**src/rtl/uart_msg_sched.sv**
```systemverilog
// uart_msg_sched: round-robin arbiter that shares one byte-wide UART
// transmitter between two 4-character message sources. An accepted message
// goes out as its 4 characters, most significant byte first, followed by a
// terminator byte. A fixed idle gap follows before the next grant.
//
// state | meaning
// ------+---------------------------------------------------------------
// IDLE  | no message owned; arbitrate between pending sources
// SEND  | presenting bytes 0..3 of the message, then TERM, to the UART
// GAP   | terminator accepted; counting down the idle gap before IDLE

module uart_msg_sched #(
    parameter logic [7:0]  TERM       = 8'h0A,
    parameter int unsigned GAP_CYCLES = 16
) (
    input  logic        clk,
    input  logic        rst,
    input  logic        req0_valid,
    input  logic [31:0] req0_data,
    output logic        req0_ready,
    input  logic        req1_valid,
    input  logic [31:0] req1_data,
    output logic        req1_ready,
    output logic [7:0]  tx_data,
    output logic        tx_valid,
    input  logic        tx_ready,
    output logic        busy,
    output logic        grant_id,
    output logic [15:0] msg_count
);

    typedef enum logic [1:0] {
        IDLE = 2'd0,
        SEND = 2'd1,
        GAP  = 2'd2
    } state_t;

    localparam logic [15:0] GAP_LOAD = 16'(GAP_CYCLES);

    state_t      state, state_n;
    logic [31:0] shreg, shreg_n;       // current character always in [31:24]
    logic [2:0]  byte_idx, byte_idx_n; // 0..3 characters, 4 = terminator
    logic [15:0] gap_cnt, gap_cnt_n;
    logic        rr_prio, rr_prio_n;   // source that wins the next tie
    logic        grant_id_n;
    logic        rdy0_n, rdy1_n;
    logic [15:0] msg_count_n;
    logic        take0, take1;
    logic        last_byte;

    assign last_byte = (byte_idx == 3'd4);

    // Transmit side is a pure decode of the held state, so it cannot change
    // while the transmitter is stalling.
    assign tx_valid = (state == SEND);
    assign tx_data  = (state != SEND) ? 8'h00 :
                      last_byte       ? TERM  : shreg[31:24];
    assign busy     = (state != IDLE);

    // State and datapath registers; reset aborts any message in flight.
    always_ff @(posedge clk or posedge rst) begin
        if (rst) begin
            state      <= IDLE;
            shreg      <= 32'h0;
            byte_idx   <= 3'd0;
            gap_cnt    <= 16'h0;
            rr_prio    <= 1'b0;
            grant_id   <= 1'b0;
            req0_ready <= 1'b0;
            req1_ready <= 1'b0;
            msg_count  <= 16'h0;
        end else begin
            state      <= state_n;
            shreg      <= shreg_n;
            byte_idx   <= byte_idx_n;
            gap_cnt    <= gap_cnt_n;
            rr_prio    <= rr_prio_n;
            grant_id   <= grant_id_n;
            req0_ready <= rdy0_n;
            req1_ready <= rdy1_n;
            msg_count  <= msg_count_n;
        end
    end

    // Next-state logic: arbitration in IDLE, byte stepping in SEND, gap countdown.
    always_comb begin
        state_n     = state;
        shreg_n     = shreg;
        byte_idx_n  = byte_idx;
        gap_cnt_n   = gap_cnt;
        rr_prio_n   = rr_prio;
        grant_id_n  = grant_id;
        rdy0_n      = 1'b0;
        rdy1_n      = 1'b0;
        msg_count_n = msg_count;
        take0       = 1'b0;
        take1       = 1'b0;

        case (state)
            IDLE: begin
                take0 = req0_valid && (!req1_valid || (rr_prio == 1'b0));
                take1 = req1_valid && !take0;
                if (take0 || take1) begin
                    rdy0_n     = take0;
                    rdy1_n     = take1;
                    shreg_n    = take0 ? req0_data : req1_data;
                    grant_id_n = take1;
                    // The winner loses the next tie.
                    rr_prio_n  = take0;
                    byte_idx_n = 3'd0;
                    state_n    = SEND;
                end
            end
            SEND: begin
                if (tx_ready) begin
                    if (last_byte) begin
                        msg_count_n = msg_count + 16'd1;
                        byte_idx_n  = 3'd0;
                        if (GAP_LOAD == 16'd0) begin
                            state_n = IDLE;
                        end else begin
                            gap_cnt_n = GAP_LOAD;
                            state_n   = GAP;
                        end
                    end else begin
                        byte_idx_n = byte_idx + 3'd1;
                        shreg_n    = {shreg[23:0], 8'h00};
                    end
                end
            end
            GAP: begin
                gap_cnt_n = gap_cnt - 16'd1;
                if (gap_cnt <= 16'd1) begin
                    state_n = IDLE;
                end
            end
            default: begin
                state_n = IDLE;
            end
        endcase
    end

endmodule

```
**config.mk**
```make
export PLATFORM = sky130hd
export DESIGN_NAME = uart_msg_sched
export DESIGN_NICKNAME = d
export VERILOG_FILES = /design/src/rtl/uart_msg_sched.sv
export SDC_FILE = /design/constraint.sdc
export NUM_CORES = 1
export LEC_CHECK = 0
export ABC_AREA = 1
export CELL_PAD_IN_SITES_DETAIL_PLACEMENT = 0
export CELL_PAD_IN_SITES_GLOBAL_PLACEMENT = 1
export CORE_AREA = 4 4 99 101
export CTS_CLUSTER_DIAMETER = 60
export DETAILED_ROUTE_END_ITERATION = 10
export DIE_AREA = 0 0 103 105
export DONT_BUFFER_PORTS = 1
export GPL_TIMING_DRIVEN = 0
export PLACE_DENSITY = 0.78
export RECOVER_POWER = 50
export REMOVE_ABC_BUFFERS = 1
export SYNTH_ARGS = -nofsm -noshare
export SYNTH_HDL_FRONTEND = slang
export SYNTH_SLANG_ARGS = --single-unit
export TNS_END_PERCENT = 10
```
**constraint.sdc**
```tcl
create_clock -name clk -period 4.9 [get_ports clk]
set_input_delay 0.98 -clock clk [delete_from_list [all_inputs] [get_ports clk]]
set_output_delay 0.98 -clock clk [all_outputs]
set_load 0.01 [all_outputs]
```
==> results.json, run 1 <==
{
  "clkLatencyLatePin_ns": 0.34,
  "die_area_um2": 10800,
  "synth_seq_cells": 73,
  "drtIter0Drc": 126,
  "setup_tns_ns": 0,
  "crit_type": "flip-flop to output pin",
  "num_rows": 35,
  "synthFlopType": "dfrtp_1",
  "outcome": "completed",
  "die-width_um": 103,
  "cts_buffers": 9,
  "synth_edf_count": 0,
  "grtUsageTotal_pct": 18.2,
  "power.switching_uw": 1040,
  "slowest_stage": "nand2_1",
  "drc": 0,
  "worst-path-max-fanout": 37,
  "grt_pass1_wl_um": 15900,
  "hold_ws_ns": 0.480,
  "path_cells": "inv_1 > nand2_1 > nor2_1 > inv_1 > nor2_1",
  "final_core_util_pct": 49.6,
  "tightest_slew_ns": 1.24,
  "die_h_um": 105,
  "globalplace.congestion": 0.814,
  "htreeDepth": 3,
  "path_clk_slew_ns": 0.08,
  "slew_headroom_pct": 17.2,
  "ctsHoldBuffers": 0,
  "antenna_found_initial": 0,
  "vias_per_cell": 5.13,
  "clock_path_buffers": 2,
  "synth_area_um2": 4170,
  "async_flop_share_pct": 100,
  "p_sw_share_pct": 41.2,
  "io_buffers": 0,
  "p_per_area_nw_per_um2": 563,
  "startpoint_type": "flip-flop",
  "seqPwrFrac_pct": 37.0,
  "fin_crit_ns": 3.59,
  "finalSetupViolCount": 0,
  "via_count": 3583,
  "hold_class": "flip-flop to flip-flop",
  "critical_path_buf_inv_count": 2,
  "ys_types": 24,
  "seq_area_frac_synth_pct": 43.8,
  "power.leakage_uw": 0.00223,
  "antenna_left": 0,
  "grt_overflow": 0,
  "wl_um": 9240,
  "post-dp-hpwl_um": 6590,
  "power_frac_clock_pct": 22.2,
  "area_delta_synth_final_pct": 7.16,
  "path_delay_family": "simple AND/OR/NAND/NOR gates",
  "slowest_delay_ns": 0.71,
  "cts_sinks": 73,
  "fin_worst_skew_ns": 0.00838,
  "end_kind": "output pin",
  "cts-resized-gates": 0,
  "num-nets-final": 657,
  "p_int_uw": 1480,
  "wl_per_cell_um": 13.2,
  "io_pins": 98,
  "slew_viol_final": 0,
  "root_buffer": "clkbuf_8",
  "cap_violations": 0,
  "cp.required_ns": 3.92,
  "fin_crit_sh_pct": 73.3,
  "cts_tree": "built",
  "syn_inst": 590,
  "cp.arrival_ns": 2.61,
  "drive_above_1_share_pct": 6.46,
  "peakVddDrop_mv": 0.212,
  "start_util_pct": 46.3,
  "grt_pass1_vias": 3429,
  "power_frac_comb_pct": 40.7,
  "first_pass_iters": 4,
  "core_um2": 9020,
  "max_freq_ghz": 0.278,
  "yosysWarnings": 0,
  "rsz0062_at_grt": "false",
  "grt_start_max_net_pins": 50,
  "post_cts_buffers": 0,
  "finalHoldViolations": 0,
  "n_antenna_cell": 0,
  "avgSynthCellArea_um2": 7.07
}
==> flip-flops by register name (all words and copies together) (netlist names) <==
name	count
gap_cnt	16
byte_idx	3
grant_id	1
req1_ready	1
msg_count	16
shreg	32
req0_ready	1
state	2
rr_prio	1
==> worst min-delay path, stage by stage, from the launching register on <==
cell and delay, ns:
dfrtp_1 0.34, nand2_1 0.05, o21ai_0 0.06
==> metrics by stage <==
step | power, uW | worst slack (ns) | std cells | area (um2)
final | 2520 | 1.31 | 699 | 4470
after global routing | 2790 | 0.993 | 699 | 4470
after CTS | 2560 | 1.63 | 699 | 4480
after detailed placement | 1990 | 1.86 | 683 | 4240
after global placement | 1950 | 1.13 | 682 | 4210
after floorplan | 1730 | 2.07 | 571 | 4070
==> cells in the final DEF (no fill, tap or decap) <==
cell and count:
ha_1 5, xor2_1 4, nand3_1 82, clkbuf_8 9
o21ai_0 54, clkinv_2 1, nand4_1 4, bufinv_16 3
inv_1 72, o21ai_1 4, dfrtp_1 73, buf_16 1
xnor2_1 6, nor3_1 1, inv_2 3, nor2_1 52
nand3_2 1, nand2_2 1, clkbuf_1 2, nor2_4 5
or2_2 11, clkinv_4 1, a21oi_1 10, clkinvlp_2 1
o22ai_1 1, nand2_1 180, a21oi_2 1
==> synthesized netlist by cell type (2+ instances only) <==
cell	count	share of area, %
a21oi_1	10	1.2
buf_1	4	0.36
buf_2	6	0.72
buf_6	3	0.81
clkbuf_1	6	0.54
dfrtp_1	73	44
ha_1	5	1.5
inv_1	73	6.6
inv_2	3	0.27
nand2_1	179	16
nand2_2	2	0.30
nand3_1	82	9.8
nand4_1	4	0.60
nor2_1	52	4.7
nor2_4	5	1.3
o21ai_0	54	6.5
o21ai_1	4	0.48
or2_2	11	1.6
xnor2_1	6	1.3
xor2_1	4	0.84
==> power groups by stage <==
stage / logic (uW) / registers (uW) / clock network, uW
2_1_floorplan: 820 / 913 / 0
3_3_place_gp: 1010 / 939 / 0
3_5_place_dp: 1040 / 944 / 0
4_1_cts: 1050 / 935 / 576
5_1_grt: 1220 / 959 / 608
6_report: 1030 / 933 / 560
==> layer usage <==
layer	global-route usage, %	vias to the layer above	routed length (um)
met5	0	-	0
met4	5.37	0	117
met3	4.14	11	510
met2	28.9	76	4440
met1	24.6	1649	4170
li1	-	1847	-
==> final timing paths <==
path | endpoint | slack, ns | cells after the start | startpoint
worst max-delay path | tx_data[4] | 1.31 | 5 | state[1]
worst min-delay path | shreg[7] | 0.48 | 2 | shreg[7]
worst max register to register | shreg[4] | 1.93 | 7 | state[1]
worst min register to register | shreg[7] | 0.48 | 2 | shreg[7]
max in group asynchronous | grant_id | 3.37 | 2 | rst
min in group asynchronous | msg_count[1] | 0.77 | 1 | rst
==> final cells by class <==
cell class,count,area (um2)
clock inverters,5,104
clock buffers,11,131
flip-flops and latches,73,1830
well taps,111,139
repair buffers,1,27.5
inverters,76,287
multi-input cells,422,1960
fillers,918,4550
==> kinds of logic (layout without fill, tap and decap cells) <==
group                      Yosys count  after routing  share of synthesized area [%]
and+or+nand+nor                    337            337                           34.9
buffers and inverters               95             93                           9.26
DFF                                 73             73                           43.8
AOI/OAI and AO/OA                   70             70                           8.51
xor gates and xnor gates            10             10                           2.10
adders and majority gates            5              5                           1.50
(Power assumes the default switching activity.)
==> run 2, diff against run 1 <==
- CORE_AREA: 4 4 99 101 -> 4 4 106 108
- DIE_AREA: 0 0 103 105 -> 0 0 110 112
- PLACE_DENSITY: 0.78 -> 0.72
- clock period: 4.9 -> 3.1 ns (I/O delays scaled with it)
==> results.json, run 2 (same netlist as run 1, synthesis figures left out) <==
{
  "power.leakage_uw": 0.00221,
  "htreeDepth": 3,
  "slew_viol_final": 0,
  "area_delta_synth_final_pct": 6.92,
  "die-width_um": 110,
  "clock_path_buffers": 2,
  "ctsHoldBuffers": 0,
  "cap_violations": 0,
  "peakVddDrop_mv": 0.302,
  "startpoint_type": "flip-flop",
  "dp.cells": 708,
  "fin_crit_sh_pct": 93.5,
  "cts_buffers": 9,
  "finalSetupViolCount": 0,
  "num_rows": 37,
  "slew_headroom_pct": 3.61,
  "root_buffer": "clkbuf_8",
  "final_cell_area_um2": 4460,
  "antenna_left": 0,
  "grt_start_max_net_pins": 58,
  "cp.required_ns": 2.48,
  "p_per_area_nw_per_um2": 873,
  "cts_tree": "built",
  "power_frac_clock_pct": 20.5,
  "seqPwrFrac_pct": 37.9,
  "io_pins": 98,
  "start_util_pct": 40.8,
  "p_int_uw": 2220,
  "cts-resized-gates": 0,
  "die_h_um": 112,
  "fin_crit_ns": 2.90,
  "antenna_found_initial": 0,
  "end_kind": "output pin",
  "grt_pass1_vias": 3469,
  "die_area_um2": 12300,
  "finalHoldViolations": 0,
  "globalplace.congestion": 0.835,
  "crit_type": "flip-flop to output pin",
  "outcome": "completed",
  "most-common-layout-cells": "179 x nand2_1, 82 x nand3_1, 73 x dfrtp_1, 72 x inv_1, 54 x o21ai_0",
  "rsz0062_at_grt": "false",
  "p_sw_share_pct": 43.1,
  "grt_pass1_wl_um": 16300,
  "n_antenna_cell": 0,
  "wl_per_cell_um": 13.3,
  "tightest_slew_ns": 1.45,
  "drtIter0Drc": 151,
  "wl_um": 9650,
  "hold_class": "primary input to async pin",
  "grt_overflow": 0,
  "core_um2": 10200,
  "vias_per_cell": 4.93,
  "largestRegisters": "shreg: 32 flops, gap_cnt: 16 flops, msg_count: 16 flops",
  "final_core_util_pct": 43.6,
  "worst-path-max-fanout": 37,
  "drc": 0,
  "cp.arrival_ns": 2.28,
  "largest_reg_flops": 32,
  "post_cts_buffers": 0,
  "clkLatencyLatePin_ns": 0.35,
  "stdcell_count": 724,
  "regMostFlops": "shreg",
  "power_frac_comb_pct": 41.7,
  "via_count": 3572,
  "layout_commonest_cell": "nand2_1",
  "power_uw": 3900,
  "path_clk_slew_ns": 0.09,
  "io_buffers": 0,
  "place_area_um2": 4270,
  "first_pass_iters": 5,
  "grtUsageTotal_pct": 16.5,
  "power.switching_uw": 1680,
  "cts_sinks": 73,
  "fin_worst_skew_ns": 0.0139,
  "max_freq_ghz": 0.345,
  "num-nets-final": 657,
  "post-dp-hpwl_um": 6770,
  "drive_above_1_share_pct": 6.97
}
[run 2: cell count changes in the layout (fill, tap and decap cells not counted), sizes merged]
| cell | before | now |
|---|---|---|
| clkbuf | 11 | 12 |
| inv | 75 | 76 |
| clkinv | 2 | 1 |
| clkinvlp | 1 | 3 |
| bufinv | 3 | 1 |
| buf | 1 | 0 |
[run 2: stage by stage]
| stage | setup slack [ns] | setup TNS, ns | hold slack (ns) |
|---|---|---|---|
| 6_report | 0.200 | 0 | 0.228 |
| 5_1_grt | 0.0155 | 0 | 0.271 |
| 4_1_cts | 0.156 | 0 | 0.0565 |
| 3_5_place_dp | 0.373 | 0 | 0.448 |
| 3_3_place_gp | -0.387 | -27.88 | 0.458 |
| 2_1_floorplan | 0.627 | 0 | 0.446 |
[run 2: worst max-delay path: stages, from the launching register on]
cell and delay [ns]:
dfrtp_1 0.42, inv_1 0.17, nand2_2 0.44, nor2_1 0.40, inv_1 0.23, nor2_1 0.27
[run 2: final timing paths]
check                                 from      endpoint  slack [ns]  cells after the start
worst max-delay path              state[1]    tx_data[4]        0.20                      5
worst min-delay path                   rst  msg_count[6]        0.23                      1
worst max register to register    state[1]      shreg[7]        0.42                      6
worst min register to register    shreg[5]      shreg[5]        0.48                      2
max in group asynchronous              rst     shreg[15]        1.05                      2
min in group clk                req1_valid    req1_ready        0.41                      2
[run 2: routing by layer]
layer	routed length, um	share of wire (%)	up-vias	GRT usage (%)
met5	0	0	-	0
met4	86	0.89	0	4.16
met3	455	4.7	7	4.06
met2	4570	47	70	27.3
met1	4530	47	1647	21.3
li1	-	-	1848	-
[run 2: layout make-up]
| cell class | instances | area (um2) |
|---|---|---|
| Clock buffer | 11 | 151 |
| Clock inverter | 5 | 62.6 |
| Timing Repair Buffer | 1 | 5.00 |
| Fill cell | 1057 | 5770 |
| Inverter | 76 | 287 |
| Sequential cell | 73 | 1830 |
| Multi-Input combinational cell | 422 | 1960 |
| Tap cell | 136 | 170 |
[run 2: power by group through the flow]
stage          sequential, uW  combinational [uW]  clock [uW]
6_report                 1480                1620         797
3_5_place_dp             1490                1650           0
4_1_cts                  1480                1660         827
3_3_place_gp             1490                1620           0
2_1_floorplan            1440                1300           0
5_1_grt                  1510                1910         856
